==> config.mk <==
export PLATFORM = sky130hd
export DESIGN_NAME = ysyx_22040125_bru_flat
export DESIGN_NICKNAME = d
export VERILOG_FILES = /design/src/rtl/ysyx_22040125_bru_pkg.sv /design/src/rtl/ysyx_22040125_bru_if.sv /design/src/rtl/ysyx_22040125_bht.sv /design/src/rtl/ysyx_22040125_bru.sv /design/src/flat_wrapper.sv
export SDC_FILE = /design/constraint.sdc
export NUM_CORES = 1
export LEC_CHECK = 0
export CELL_PAD_IN_SITES_DETAIL_PLACEMENT = 1
export CELL_PAD_IN_SITES_GLOBAL_PLACEMENT = 2
export CORE_AREA = 2 2 363 365
export DETAILED_ROUTE_END_ITERATION = 8
export DIE_AREA = 0 0 365 367
export GPL_ROUTABILITY_DRIVEN = 0
export PLACE_DENSITY_LB_ADDON = 0.1
export SYNTH_ARGS = -nofsm -noshare
export SYNTH_HDL_FRONTEND = slang
export SYNTH_SLANG_ARGS = --single-unit
==> constraint.sdc <==
create_clock -name clk -period 3.3 [get_ports clk]
set_input_delay 0.825 -clock clk [delete_from_list [all_inputs] [get_ports clk]]
set_output_delay 0.825 -clock clk [all_outputs]
set_load 0.03 [all_outputs]
==> src/rtl/ysyx_22040125_bru_pkg.sv <==
// Shared encodings for the branch resolution unit: b_check bit positions,
// 2-bit BHT counter states and the saturating counter step.
package ysyx_22040125_bru_pkg;

    localparam int B_BEQ  = 5;
    localparam int B_BNE  = 4;
    localparam int B_BLT  = 3;
    localparam int B_BGE  = 2;
    localparam int B_BLTU = 1;
    localparam int B_BGEU = 0;

    typedef enum logic [1:0] {
        CNT_SNT = 2'd0,
        CNT_WNT = 2'd1,
        CNT_WT  = 2'd2,
        CNT_ST  = 2'd3
    } bht_cnt_e;

    localparam logic [1:0] CNT_RESET = CNT_WNT;

    function automatic logic [1:0] bht_step(input logic [1:0] cnt, input logic taken);
        logic [1:0] nxt;
        nxt = cnt;
        if (taken && cnt != CNT_ST)
            nxt = cnt + 2'd1;
        else if (!taken && cnt != CNT_SNT)
            nxt = cnt - 2'd1;
        return nxt;
    endfunction

endpackage

==> src/rtl/ysyx_22040125_bru_if.sv <==
// ID-stage <-> branch unit bundle: prediction lookup, resolve request and
// registered resolve result with statistics counters.
interface ysyx_22040125_bru_if #(
    parameter int XLEN = 64,
    parameter int NSRC = 4
);
    logic [XLEN-1:0]      lk_pc;
    logic                 lk_taken;
    logic                 in_valid;
    logic                 stall;
    logic                 flush;
    logic [XLEN-1:0]      in_pc;
    logic [XLEN-1:0]      in_imm;
    logic [NSRC*XLEN-1:0] rs1_cand;
    logic [NSRC*XLEN-1:0] rs2_cand;
    logic [NSRC-1:0]      rs1_sel;
    logic [NSRC-1:0]      rs2_sel;
    logic [5:0]           b_check;
    logic                 is_jal;
    logic                 is_jalr;
    logic [XLEN-1:0]      pred_pc;
    logic                 res_valid;
    logic                 redirect;
    logic [XLEN-1:0]      redirect_pc;
    logic                 res_taken;
    logic [31:0]          br_cnt;
    logic [31:0]          mis_cnt;

    modport master (
        output lk_pc, in_valid, stall, flush, in_pc, in_imm,
               rs1_cand, rs2_cand, rs1_sel, rs2_sel, b_check,
               is_jal, is_jalr, pred_pc,
        input  lk_taken, res_valid, redirect, redirect_pc, res_taken,
               br_cnt, mis_cnt
    );

    modport slave (
        input  lk_pc, in_valid, stall, flush, in_pc, in_imm,
               rs1_cand, rs2_cand, rs1_sel, rs2_sel, b_check,
               is_jal, is_jalr, pred_pc,
        output lk_taken, res_valid, redirect, redirect_pc, res_taken,
               br_cnt, mis_cnt
    );
endinterface

==> src/rtl/ysyx_22040125_bht.sv <==
// Branch history table of 2-bit saturating counters: combinational lookup,
// clocked update, so a same-index lookup sees the pre-update value.
module ysyx_22040125_bht
    import ysyx_22040125_bru_pkg::*;
#(
    parameter int BHT_DEPTH = 16,
    parameter int IDX_W     = $clog2(BHT_DEPTH)
) (
    input  logic             clk,
    input  logic             rst_n,
    input  logic [IDX_W-1:0] lk_idx,
    output logic             lk_taken,
    input  logic             upd_en,
    input  logic [IDX_W-1:0] upd_idx,
    input  logic             upd_taken
);

    logic [1:0] cnt_arr [BHT_DEPTH];

    genvar gi;
    generate
        for (gi = 0; gi < BHT_DEPTH; gi++) begin : g_ent
            localparam logic [IDX_W-1:0] ENT_IDX = IDX_W'(gi);
            logic [1:0] cnt_reg;

            always_ff @(posedge clk or negedge rst_n) begin
                if (!rst_n)
                    cnt_reg <= CNT_RESET;
                else if (upd_en && upd_idx == ENT_IDX)
                    cnt_reg <= bht_step(cnt_reg, upd_taken);
            end

            assign cnt_arr[gi] = cnt_reg;
        end
    endgenerate

    assign lk_taken = cnt_arr[lk_idx][1];

endmodule

==> src/rtl/ysyx_22040125_bru.sv <==
// Branch resolution unit: operand bypass select, condition evaluation,
// next-PC resolution with one-cycle registered result and BHT training.
module ysyx_22040125_bru
    import ysyx_22040125_bru_pkg::*;
#(
    parameter int XLEN      = 64,
    parameter int NSRC      = 4,
    parameter int BHT_DEPTH = 16
) (
    input logic              clk,
    input logic              rst_n,
    ysyx_22040125_bru_if.slave bus
);

    localparam int IDX_W = $clog2(BHT_DEPTH);

    logic [XLEN-1:0] rs1, rs2;
    logic [XLEN:0]   diff;
    logic            eq, lt, ltu;
    logic [5:0]      cond_vec;
    logic            is_jump, is_branch, taken, capture;
    logic [XLEN-1:0] target, pc_seq, actual_next;

    logic            res_valid_reg, redirect_reg, res_taken_reg;
    logic [XLEN-1:0] redirect_pc_reg;
    logic [31:0]     br_cnt_reg, mis_cnt_reg;

    // Walk down to slot 0 so the lowest set select bit wins; empty select keeps slot 0.
    always_comb begin
        rs1 = bus.rs1_cand[0 +: XLEN];
        rs2 = bus.rs2_cand[0 +: XLEN];
        for (int i = NSRC - 1; i >= 0; i--) begin
            if (bus.rs1_sel[i]) rs1 = bus.rs1_cand[i*XLEN +: XLEN];
            if (bus.rs2_sel[i]) rs2 = bus.rs2_cand[i*XLEN +: XLEN];
        end
    end

    // diff[XLEN] is the carry-out of rs1 - rs2: clear means a borrow, i.e. rs1 < rs2 unsigned.
    assign diff = {1'b0, rs1} + {1'b0, ~rs2} + {{XLEN{1'b0}}, 1'b1};
    assign eq   = (rs1 == rs2);
    assign ltu  = ~diff[XLEN];
    assign lt   = (rs1[XLEN-1] & ~rs2[XLEN-1])
                | (~(rs1[XLEN-1] ^ rs2[XLEN-1]) & diff[XLEN-1]);

    always_comb begin
        cond_vec         = '0;
        cond_vec[B_BEQ]  = eq;
        cond_vec[B_BNE]  = ~eq;
        cond_vec[B_BLT]  = lt;
        cond_vec[B_BGE]  = ~lt;
        cond_vec[B_BLTU] = ltu;
        cond_vec[B_BGEU] = ~ltu;
    end

    assign is_jump     = bus.is_jal | bus.is_jalr;
    assign is_branch   = ~is_jump & (|bus.b_check);
    assign taken       = is_jump | (|(bus.b_check & cond_vec));
    assign target      = bus.is_jalr ? ((rs1 + bus.in_imm) & ~{{(XLEN-1){1'b0}}, 1'b1})
                                     : (bus.in_pc + bus.in_imm);
    assign pc_seq      = bus.in_pc + XLEN'(4);
    assign actual_next = taken ? target : pc_seq;
    assign capture     = bus.in_valid & ~bus.stall & ~bus.flush;

    always_ff @(posedge clk or negedge rst_n) begin
        if (!rst_n) begin
            res_valid_reg   <= 1'b0;
            redirect_reg    <= 1'b0;
            res_taken_reg   <= 1'b0;
            redirect_pc_reg <= '0;
            br_cnt_reg      <= '0;
            mis_cnt_reg     <= '0;
        end else begin
            res_valid_reg <= capture;
            redirect_reg  <= capture && (actual_next != bus.pred_pc);
            if (capture) begin
                res_taken_reg   <= taken;
                redirect_pc_reg <= actual_next;
                if (is_branch && br_cnt_reg != 32'hFFFF_FFFF)
                    br_cnt_reg <= br_cnt_reg + 32'd1;
                if ((actual_next != bus.pred_pc) && mis_cnt_reg != 32'hFFFF_FFFF)
                    mis_cnt_reg <= mis_cnt_reg + 32'd1;
            end
        end
    end

    ysyx_22040125_bht #(
        .BHT_DEPTH (BHT_DEPTH),
        .IDX_W     (IDX_W)
    ) u_bht (
        .clk       (clk),
        .rst_n     (rst_n),
        .lk_idx    (bus.lk_pc[IDX_W+1:2]),
        .lk_taken  (bus.lk_taken),
        .upd_en    (capture & is_branch),
        .upd_idx   (bus.in_pc[IDX_W+1:2]),
        .upd_taken (taken)
    );

    assign bus.res_valid   = res_valid_reg;
    assign bus.redirect    = redirect_reg;
    assign bus.res_taken   = res_taken_reg;
    assign bus.redirect_pc = redirect_pc_reg;
    assign bus.br_cnt      = br_cnt_reg;
    assign bus.mis_cnt     = mis_cnt_reg;

    logic unused_bits;
    assign unused_bits = &{1'b0, bus.lk_pc[XLEN-1:IDX_W+2], bus.lk_pc[1:0], diff[XLEN-2:0]};

endmodule

==> src/flat_wrapper.sv <==
// flat-port wrapper written by rule: the top's interface ports become plain ports
module ysyx_22040125_bru_flat import ysyx_22040125_bru_pkg::*;
#(
    parameter int XLEN      = 64,
    parameter int NSRC      = 4,
    parameter int BHT_DEPTH = 16
)
  (clk, rst_n, bus_lk_pc, bus_in_valid, bus_stall, bus_flush, bus_in_pc, bus_in_imm, bus_rs1_cand, bus_rs2_cand, bus_rs1_sel, bus_rs2_sel, bus_b_check, bus_is_jal, bus_is_jalr, bus_pred_pc, bus_lk_taken, bus_res_valid, bus_redirect, bus_redirect_pc, bus_res_taken, bus_br_cnt, bus_mis_cnt);
  ysyx_22040125_bru_if #(.XLEN(XLEN), .NSRC(NSRC)) bus_i ();
  input logic clk;
  input logic rst_n;
  input wire logic [$bits(bus_i.lk_pc)-1:0] bus_lk_pc;
  input wire logic [$bits(bus_i.in_valid)-1:0] bus_in_valid;
  input wire logic [$bits(bus_i.stall)-1:0] bus_stall;
  input wire logic [$bits(bus_i.flush)-1:0] bus_flush;
  input wire logic [$bits(bus_i.in_pc)-1:0] bus_in_pc;
  input wire logic [$bits(bus_i.in_imm)-1:0] bus_in_imm;
  input wire logic [$bits(bus_i.rs1_cand)-1:0] bus_rs1_cand;
  input wire logic [$bits(bus_i.rs2_cand)-1:0] bus_rs2_cand;
  input wire logic [$bits(bus_i.rs1_sel)-1:0] bus_rs1_sel;
  input wire logic [$bits(bus_i.rs2_sel)-1:0] bus_rs2_sel;
  input wire logic [$bits(bus_i.b_check)-1:0] bus_b_check;
  input wire logic [$bits(bus_i.is_jal)-1:0] bus_is_jal;
  input wire logic [$bits(bus_i.is_jalr)-1:0] bus_is_jalr;
  input wire logic [$bits(bus_i.pred_pc)-1:0] bus_pred_pc;
  output wire logic [$bits(bus_i.lk_taken)-1:0] bus_lk_taken;
  output wire logic [$bits(bus_i.res_valid)-1:0] bus_res_valid;
  output wire logic [$bits(bus_i.redirect)-1:0] bus_redirect;
  output wire logic [$bits(bus_i.redirect_pc)-1:0] bus_redirect_pc;
  output wire logic [$bits(bus_i.res_taken)-1:0] bus_res_taken;
  output wire logic [$bits(bus_i.br_cnt)-1:0] bus_br_cnt;
  output wire logic [$bits(bus_i.mis_cnt)-1:0] bus_mis_cnt;
  assign bus_i.lk_pc = bus_lk_pc;
  assign bus_i.in_valid = bus_in_valid;
  assign bus_i.stall = bus_stall;
  assign bus_i.flush = bus_flush;
  assign bus_i.in_pc = bus_in_pc;
  assign bus_i.in_imm = bus_in_imm;
  assign bus_i.rs1_cand = bus_rs1_cand;
  assign bus_i.rs2_cand = bus_rs2_cand;
  assign bus_i.rs1_sel = bus_rs1_sel;
  assign bus_i.rs2_sel = bus_rs2_sel;
  assign bus_i.b_check = bus_b_check;
  assign bus_i.is_jal = bus_is_jal;
  assign bus_i.is_jalr = bus_is_jalr;
  assign bus_i.pred_pc = bus_pred_pc;
  assign bus_lk_taken = bus_i.lk_taken;
  assign bus_res_valid = bus_i.res_valid;
  assign bus_redirect = bus_i.redirect;
  assign bus_redirect_pc = bus_i.redirect_pc;
  assign bus_res_taken = bus_i.res_taken;
  assign bus_br_cnt = bus_i.br_cnt;
  assign bus_mis_cnt = bus_i.mis_cnt;
  ysyx_22040125_bru #(.XLEN(XLEN), .NSRC(NSRC), .BHT_DEPTH(BHT_DEPTH)) u_core (.clk(clk), .rst_n(rst_n), .bus(bus_i));
endmodule
# After elaboration in Yosys (flattened, before gate mapping)
# Index checks and enable logic that the tools add are counted.
dict set report word_totals {
  out_inout_bits 132
  inputBits 789
  reg_bits 163
  elab_cells 268
}
dict set report classes {
  n_reduce_logical 105
  addsub 39
  order_cmp 1
  n_eq_ne 35
  bitwise 21
  muxes 45
}
# cell count
set op_table {}
lappend op_table {{64-bit two-way mux} 10}
lappend op_table {{64-bit adder} 2}
lappend op_table {{2-bit two-way mux} 34}
lappend op_table {{64-bit by 64-bit adder with 65-bit output} 1}
lappend op_table {{65-bit by 1-bit adder with 65-bit output, second input constant} 1}
lappend op_table {{32-bit by 1-bit adder with 32-bit output, second input constant} 2}
lappend op_table {{64-bit by 3-bit adder with 64-bit output, second input constant} 1}
lappend op_table {{64-bit == test} 1}
lappend op_table {{32-bit != test, second input constant} 2}
lappend op_table {{64-bit != test} 1}
lappend op_table {{64-bit NOT} 1}
lappend op_table {{2-bit nonzero test} 32}
lappend op_table {{1-bit logical AND} 51}
lappend op_table {{2-bit AND reduction} 18}
lappend op_table {{2-bit by 1-bit adder with 2-bit output, second input constant} 16}
lappend op_table {{4-bit == test, second input constant} 8}
lappend op_table {{2-bit != test, second input constant} 16}
lappend op_table {{2-bit by 1-bit subtractor with 2-bit output, second input constant} 16}
lappend op_table {{4-bit by 3-bit == test with 1-bit output, second input constant} 4}
lappend op_table {{6-bit OR reduction} 2}
lappend op_table {{2-bit binary-select mux with 4-bit select} 1}
lappend op_table {{4-bit by 2-bit == test with 1-bit output, second input constant} 2}
lappend op_table {{1-bit NOT} 8}
lappend op_table {{1-bit AND} 6}
lappend op_table {{other kinds (8)} 10}

# Depth between registers and ports, before layout
# Gate-level depths: netlist of the first run.
dict set report logic_depth {
  word_depth 17
  ltp_mapped 45
  mapped_depth_nobuf 38
}

# Modules after synthesis
# A second synthesis of the first run with hierarchy kept.
dict set report hier_totals {
  cells_unflattened 3940
  hier_area_um2 27146.0
}
# mod seq_area_each_um2 n_inst area_each_um2 cells_each
set by_module_without_submodules {}
lappend by_module_without_submodules {ysyx_22040125_bru 3278.1 1 25052.8 3722}
lappend by_module_without_submodules {ysyx_22040125_bht 820.8 1 2093.3 218}

# Worst setup path before layout of the first run
# Ideal clock, no wire load.
dict set report synth_timing {
  kind {input -> register}
  start {input port bus_rs2_sel[3]}
  end {register u_core.mis_cnt_reg[1], in the netlist u_core.bus.mis_cnt[1]}
  path_stages 42
  slack_ns -4.868
  required_ns 3.172
  t_arrival_ns 8.040
  path_buffers 5
  path_cell_list {clkbuf_1 clkbuf_1 mux2i_1 nor2_1 a21oi_1 nor2_1 a21oi_1 nor2_1 a21oi_1 ha_1 nor2b_1 o211ai_1 a211oi_1 o21ai_0 a21boi_0 o21a_1 o21ai_0 nand2b_1 (+6 left out) fa_1 mux2i_1 nand2_1 nor3_1 mux2i_1 or4_1 buf_2 nand2_2 buf_2 nor2_1 a2111o_1 nor4_1 nand4_1 nor4_1 nand4_1 nand2_2 buf_6 mux2_1}
}
dict set report synth_via {
  elab_chain_len 17
  word_cells_on_any_way 24
}
# item line_no
set synth_rtl {}
lappend synth_rtl {{start, declared} flat_wrapper.sv:21} ;# input wire logic [$bits(bus_i.rs2_sel)-1:0] bus_rs2_sel;
lappend synth_rtl {{64-bit two-way mux (*) (4 in series)} ysyx_22040125_bru.sv:34} ;# if (bus.rs2_sel[i]) rs2 = bus.rs2_cand[i*XLEN +: XLEN];
lappend synth_rtl {{64-bit NOT} ysyx_22040125_bru.sv:39} ;# assign diff = {1'b0, rs1} + {1'b0, ~rs2} + {{XLEN{1'b0}}, 1'b1};
lappend synth_rtl {{64-bit by 64-bit adder with 65-bit output} ysyx_22040125_bru.sv:39}
lappend synth_rtl {{65-bit by 1-bit adder with 65-bit output} ysyx_22040125_bru.sv:39}
lappend synth_rtl {{1-bit AND} ysyx_22040125_bru.sv:43} ;# | (~(rs1[XLEN-1] ^ rs2[XLEN-1]) & diff[XLEN-1]);
lappend synth_rtl {{1-bit bitwise OR} ysyx_22040125_bru.sv:43}
lappend synth_rtl {{1-bit NOT} ysyx_22040125_bru.sv:50} ;# cond_vec[B_BGE] = ~lt;
lappend synth_rtl {{6-bit AND (*)} ysyx_22040125_bru.sv:57} ;# assign taken = is_jump | (|(bus.b_check & cond_vec));
lappend synth_rtl {{6-bit OR reduction (*)} ysyx_22040125_bru.sv:57}
lappend synth_rtl {{1-bit bitwise OR (*)} ysyx_22040125_bru.sv:57}
lappend synth_rtl {{64-bit two-way mux (*)} ysyx_22040125_bru.sv:61} ;# assign actual_next = taken ? target : pc_seq;
lappend synth_rtl {{64-bit != test (*)} ysyx_22040125_bru.sv:80} ;# if ((actual_next != bus.pred_pc) && mis_cnt_reg != 32'hFFFF_FFFF)
lappend synth_rtl {{1-bit logical AND (*)} ysyx_22040125_bru.sv:80}
lappend synth_rtl {{2-bit AND reduction (no line) (*)} --}
lappend synth_rtl {{end signal, assigned} ysyx_22040125_bru.sv:81} ;# mis_cnt_reg <= mis_cnt_reg + 32'd1;
lappend synth_rtl {{end, declared} ysyx_22040125_bru.sv:26} ;# logic [31:0] br_cnt_reg, mis_cnt_reg;
# Mark *: on every way between the ends. The rest lies on a longest branch, timed or not.
# A chain may end at the register's enable or synchronous reset.

# Worst setup path in the final report of the first run
dict set report layout_timing {
  start {input port bus_rs1_sel[3]}
  end {register u_core.mis_cnt_reg[13], in the netlist u_core.bus.mis_cnt[13]}
}
dict set report layout_via {
  elab_chain_len 16
  word_cells_on_any_way 24
}
# item line_no
set layout_rtl {}
lappend layout_rtl {{start, declared} flat_wrapper.sv:20} ;# input wire logic [$bits(bus_i.rs1_sel)-1:0] bus_rs1_sel;
lappend layout_rtl {{64-bit two-way mux (*) (4 in series)} ysyx_22040125_bru.sv:33} ;# if (bus.rs1_sel[i]) rs1 = bus.rs1_cand[i*XLEN +: XLEN];
lappend layout_rtl {{64-bit by 64-bit adder with 65-bit output or 1-bit bitwise XOR (tied branches)} {ysyx_22040125_bru.sv:39, ysyx_22040125_bru.sv:43}}
lappend layout_rtl {{65-bit by 1-bit adder with 65-bit output or 1-bit NOT (tied branches)} {ysyx_22040125_bru.sv:39, ysyx_22040125_bru.sv:43}}
lappend layout_rtl {{1-bit AND} ysyx_22040125_bru.sv:43}
lappend layout_rtl {{1-bit bitwise OR} ysyx_22040125_bru.sv:43}
lappend layout_rtl {{1-bit NOT} ysyx_22040125_bru.sv:50}
lappend layout_rtl {{6-bit AND} ysyx_22040125_bru.sv:57}
lappend layout_rtl {{6-bit OR reduction} ysyx_22040125_bru.sv:57}
lappend layout_rtl {{1-bit bitwise OR} ysyx_22040125_bru.sv:57}
lappend layout_rtl {{64-bit two-way mux (*)} ysyx_22040125_bru.sv:61}
lappend layout_rtl {{64-bit != test (*)} ysyx_22040125_bru.sv:80}
lappend layout_rtl {{1-bit logical AND (*)} ysyx_22040125_bru.sv:80}
lappend layout_rtl {{2-bit AND reduction (no line) (*)} --}
# Marks and branches as above.

==> qor.yml, run 1 <==
status: "complete, but fails checks"
violations: "setup timing"
die-area_mm2: 0.134
fin_crit_ps: 8040
power_w: 0.0159
critPathKind: "in2reg"
synthCells: 4019
drtIter0Drc: 2580
cp-end-kind: "flop"
max_slew_margin_pct: 35.0
largest_reg_flops: 64
yosysSeqAreaShare_pct: 15.2
avgViaCountPerCell: 4.94
fp.dieW_um: 365
dp_hpwl_mm: 175
crit_slowest_cell: "or4_1"
cts_tree: "done"
clock_latency_ps: 490
path_max_fanout: 8
rows: 133
fin_ws_ps: -4740
dr.pass1.iters: 5
floorplan.initialDensity_pct: 20.7
synth-edff-count: 0
cts_inserted_buffers: 25
drive_above_1_share_pct: 30.7
grt_use_total_pct: 29.0
hold_slack_ps: 324
synth_area_per_cell_um2: 6.72
setup_tns_ps: -450500
grt_pass1_wl_mm: 285
root_buffer: "clkbuf_16"
slew_violations: 0
grt_pass1_vias: 41400
maxCapViolCount: 0
comb_power_share_pct: 68.6
clock_sinks: 163
synth_cell_type_count: 87
num-nets-final: 7291
sequentialPowerShare_pct: 16.1
p_sw_share_pct: 42.3
power.switching_w: 0.00673
dp_slack_ps: -5730
slowest_delay_ps: 490
finalSetupViolCount: 130
worstHoldPathType: "in2async"
ios: 921
power_density_mw_per_mm2: 306
wirelength_mm: 202
rsz0062_at_grt: "yes"
fmax_mhz: 124
antenna_found_initial: 39
cp-start-kind: "input pin"
dpl-instance-area_mm2: 0.0488
postCtsHoldBufs: 0
ys_seq_elements: 163
num_vias: 39900
syn_to_final_growth_pct: 92.7
die_y_um: 367
vdd_drop_max_mv: 0.242
clock_path_buffers: 3
fin_area_mm2: 0.0520
p_int_w: 0.00918
drc: 0
clock_skew_ps: 14.4
leakage_nw: 23.5
grt_max_degree: 78
syn-cell-area_mm2: 0.0270
core_area_mm2: 0.130
ant_nets: 0
cp.arrival_ps: 8410
required_ps: 3660
synth_flop_cell: "dfrtp_1"
hold_viol_final: 0
port_buffers: 860
wl_per_cell_um: 24.9
htreeDepth: 4
grt_overflow: 0
layout_worst_path_cycle_share_pct: 244
tightest_slew_ps: 965
yosysWarnings: 0
clk_pin_slew_ps: 70
syn_nets: 5006
synthArstFlopShare_pct: 100
clockPowerShare_pct: 15.3
[cells in the final DEF, fill, tap and decap left out, types with 32 or more instances in the layout]
master and n:
a211oi_1 35, a21o_1 57, a21oi_1 548, a21oi_2 34, and3_1 34, buf_12 39
buf_4 1511, buf_6 64, clkdlybuf4s50_1 810, dfrtp_1 146, ha_1 192, inv_1 64
mux2i_1 160, nand2_1 492, nand3_1 102, nand4_1 102, nor2_1 529, nor3_1 76
o211ai_1 32, o21ai_0 240, o21ai_1 76, o21ai_2 32, xnor2_1 143, xor2_1 96
[power by group through the flow]
stage | registers (W) | clock network, W | logic, W
after floorplan | 0.00307 | 0 | 0.00359
final | 0.00256 | 0.00244 | 0.0109
after CTS | 0.00255 | 0.00250 | 0.0108
after global routing | 0.00260 | 0.00258 | 0.0116
after global placement | 0.00256 | 0 | 0.0102
after detailed placement | 0.00258 | 0 | 0.0103
[metal layers]
metal	share of wire, %	track usage [%]
met1	44	38.5
met2	47	49.2
met5	0.076	0
met3	5.9	4.38
met4	2.3	6.23
[worst max-delay path, delay by kind of cell]
kind                       cells  cell delay, ps
AOI/OAI and AO/OA             14            2170
buffers and inverters         12            1720
and+or+nand+nor               14            2470
adders and majority gates      2             490
xor gates and xnor gates       1             180
muxes                          3             520
[synth_stat cells, types with 66 or more instances]
cell	count	share of area, %
xnor2_1	150	4.9
nand4_1	102	2.4
clkbuf_1	169	2.3
a21oi_1	586	11
mux2i_1	174	6.4
inv_1	66	0.92
xor2_1	96	3.1
ha_1	195	9.0
nand2_1	515	7.2
nand3_1	108	2.0
nor2_1	551	7.7
nor3_1	90	1.7
o21ai_0	348	6.4
dfrtp_1	147	14
[stage by stage]
stage               std cells  util [%]
global placement         7935      37.4
detailed placement       7935      37.4
CTS                      8051      39.4
global route             8073      39.9
floorplan                4019         -
finish                   8084      39.9
[cell families after synthesis]
group / Yosys count / synth area share (%)
flip-flops: 163 / 15.2
AO/OA/AOI/OAI: 1338 / 29.3
multiplexers: 192 / 7.41
buffers and inverters: 294 / 4.25
AND/OR/NAND/NOR: 1588 / 26.6
XOR/XNOR: 246 / 7.98
adder cells (fa/ha/maj): 198 / 9.26
[worst paths after layout]
check	slack [ps]	cells after the start	start	end
min in group clk	480	2	u_core.u_bht.g_ent[10].cnt_reg[0]$_DFFE_PN1P_	u_core.u_bht.g_ent[10].cnt_reg[0]$_DFFE_PN1P_
max reg2reg	-150	15	u_core.bus.mis_cnt[11]$_DFFE_PN0P_	u_core.bus.mis_cnt[13]$_DFFE_PN0P_
min reg2reg	480	2	u_core.u_bht.g_ent[10].cnt_reg[0]$_DFFE_PN1P_	u_core.u_bht.g_ent[10].cnt_reg[0]$_DFFE_PN1P_
min	320	1	rst_n	u_core.bus.mis_cnt[4]$_DFFE_PN0P_
max	-4740	46	bus_rs1_sel[3]	u_core.bus.mis_cnt[13]$_DFFE_PN0P_
max in group asynchronous	2180	2	rst_n	u_core.u_bht.g_ent[15].cnt_reg[0]$_DFFE_PN1P_
[area by class of cell]
class / count / area (µm²)
diodes: 19 / 47.5
inverters: 66 / 251
clock buffers: 29 / 651
repair buffers: 2485 / 21800
well taps: 1755 / 2200
clock inverters: 4 / 70.1
flip-flops and latches: 163 / 4100
multi-input cells: 3563 / 22900
fillers: 16100 / 78400
[repair_timing]
action	in CTS	in global routing
pin swaps	87	69
resized for setup	339	157
cloned	12	1
setup endpoints to repair	135	138
buffers inserted	76	18
(Power assumes the default switching activity.)
==> run 2, diff against run 1 <==
CORE_AREA = 5 5 355 357   (was 2 2 363 365)
DIE_AREA = 0 0 360 362   (was 0 0 365 367)
HOLD_SLACK_MARGIN = 0.06   (was not set)
==> qor.yml, run 2 (synthesis results as in run 1) <==
syn_to_final_growth_pct: 90.6  # was 92.7%
num_vias: 40200  # was 39.9k
dr.pass1.iters: 7  # was 5
fin_ws_ps: -4500  # was -4740 ps
clock_latency_ps: 500  # was 490 ps
crit_top_cell: "o21ai_2"
leakage_nw: 23.3  # was 23.5 nW
cts_inserted_buffers: 25  # unchanged
maxCapViolCount: 0  # unchanged
antenna_found_initial: 54  # was 39
slew_violations: 0  # unchanged
ios: 921  # unchanged
avgViaCountPerCell: 5.06  # was 4.94
wirelength_mm: 200  # was 202 mm
r2r_setup_slack_ps: 50  # was -150 ps
largest_reg_flops: 64  # unchanged
hold_slack_ps: 345  # was 324 ps
hold_viol_final: 0  # unchanged
vdd_drop_max_mv: 0.297  # was 0.242 mV
final_common_cell: "buf_4"  # unchanged
rows: 129  # was 133
slowest_delay_ps: 500  # was 490 ps
clock_path_buffers: 3  # unchanged
core_area_mm2: 0.123  # was 0.130 mm²
grt_max_degree: 90  # was 78
cts_tree: "done"  # unchanged
fp.dieW_um: 360  # was 365 µm
clk_pin_slew_ps: 60  # was 70 ps
critPathKind: "in2reg"  # unchanged
num-nets-final: 7274  # was 7291
die_y_um: 362  # was 367 µm
clock_skew_ps: 13.9  # was 14.4 ps
grt_pass1_wl_mm: 281  # was 285 mm
fmax_mhz: 128  # was 124 MHz
drive_above_1_share_pct: 30.2  # was 30.7%
cp-start-kind: "input pin"  # unchanged
finalSetupViolCount: 137  # was 130
cp.arrival_ps: 8160  # was 8410 ps
dp_hpwl_mm: 176  # was 175 mm
crit_slowest_cell: "clkdlybuf4s50_1"  # was or4_1
drc: 0  # unchanged
clock_sinks: 163  # unchanged
layout_common_cells: "buf_4 (1524), clkdlybuf4s50_1 (818), a21oi_1 (557)"  # was buf_4 (1511), clkdlybuf4s50_1 (810), a21oi_1 (548)
power_w: 0.0155  # was 0.0159 W
htreeDepth: 4  # unchanged
violations: "setup timing"  # unchanged
required_ps: 3660  # about the same
root_buffer: "clkbuf_16"  # unchanged
port_buffers: 860  # unchanged
die-area_mm2: 0.130  # was 0.134 mm²
drtIter0Drc: 2534  # was 2580
rsz0062_at_grt: "yes"  # unchanged
ant_nets: 0  # unchanged
fin_crit_ps: 7800  # was 8040 ps
cp-end-kind: "flop"  # unchanged
setup_tns_ps: -428550  # was -450500 ps
fill_cells: 15100  # was 16.1k
multiInputGateArea_mm2: 0.0228  # was 0.0229 mm²
path_max_fanout: 8  # unchanged
final_util_pct: 42.0  # was 39.9%
grt_use_total_pct: 28.7  # was 29.0%
max_slew_margin_pct: 30.0  # was 35.0%
tightest_slew_ps: 1050  # was 965 ps
worstHoldPathType: "in2async"  # unchanged
layout_worst_path_cycle_share_pct: 236  # was 244%
floorplan.initialDensity_pct: 22.0  # was 20.7%
grt_pass1_vias: 41500  # was 41.4k
wl_per_cell_um: 25.1  # was 24.9 µm
status: "complete, but fails checks"  # unchanged
final-seq-area_mm2: 0.00410  # about the same
power_density_mw_per_mm2: 301  # was 306 mW/mm²
grt_overflow: 0  # unchanged
-- run 2: path summary, 6_finish.rpt --
| check | endpoint | cells after the start | from |
|---|---|---|---|
| min in group clk | u_core.u_bht.g_ent[9].cnt_reg[0]$_DFFE_PN1P_ | 2 | u_core.u_bht.g_ent[9].cnt_reg[0]$_DFFE_PN1P_ |
| max in group asynchronous | u_core.u_bht.g_ent[8].cnt_reg[0]$_DFFE_PN1P_ | 2 | rst_n |
| worst min-delay path | u_core.bus.mis_cnt[9]$_DFFE_PN0P_ | 1 | rst_n |
| worst max-delay path | u_core.bus.mis_cnt[19]$_DFFE_PN0P_ | 43 | bus_rs1_cand[9] |
| worst max register to register | u_core.bus.br_cnt[31]$_DFFE_PN0P_ | 16 | u_core.bus.br_cnt[17]$_DFFE_PN0P_ |
| worst min register to register | u_core.u_bht.g_ent[9].cnt_reg[0]$_DFFE_PN1P_ | 2 | u_core.u_bht.g_ent[9].cnt_reg[0]$_DFFE_PN1P_ |
-- run 2: timing repair --
| action | CTS | global route |
|---|---|---|
| setup endpoints to repair | 135 | 139 |
| setup buffers | 22 | 48 |
| hold buffers | 0 | 0 |
| gates cloned | 2 | 9 |
| endpoints found under the hold margin | 0 | 0 |
| pin swaps | 69 | 67 |
| resized for setup | 173 | 264 |
-- run 2: stage by stage --
stage | instances | setup WS, ps | area, µm²
6_report | 7955 | -4500 | 51500
5_1_grt | 7945 | -4900 | 51500
4_1_cts | 7879 | -4340 | 50200
3_5_place_dp | 7824 | -5740 | 48700
3_3_place_gp | 7824 | -5680 | 48700
2_1_floorplan | 4019 | -4040 | 27200
-- run 2: layer usage --
metal	track usage [%]	vias to the layer above	wire length, µm
met2	49.4	1107	94300
li1	-	19300	-
met5	0	-	230
met4	6.50	36	5310
met1	38.0	19600	89400
met3	4.39	221	10800
-- run 2: cell type report --
class / instances / share of cell area, %
timing repair buffer: 2469 / 41.9
inverter: 66 / 0.481
multi-input combinational: 3562 / 44.3
clock buffer: 28 / 1.24
antenna: 26 / 0.126
tap: 1637 / 3.98
clock inverter: 4 / 0.0486
sequential: 163 / 7.96
-- run 2: power breakdown --
part / internal, W / leakage (nW) / switching (W)
clock: 0.00136 / 0.320 / 0.000906
sequential: 0.00231 / 2.08 / 0.000239
combinational: 0.00519 / 20.9 / 0.00550
total: 0.00886 / 23.3 / 0.00665
-- run 2: critical path, delay by kind of cell --
family	cells	cell delay, ps
AND/OR/NAND/NOR	11	1500
multiplexers	4	880
XOR/XNOR	2	290
buffers and inverters	7	1380
AO/OA/AOI/OAI	17	2490
adder cells (fa/ha/maj)	2	760
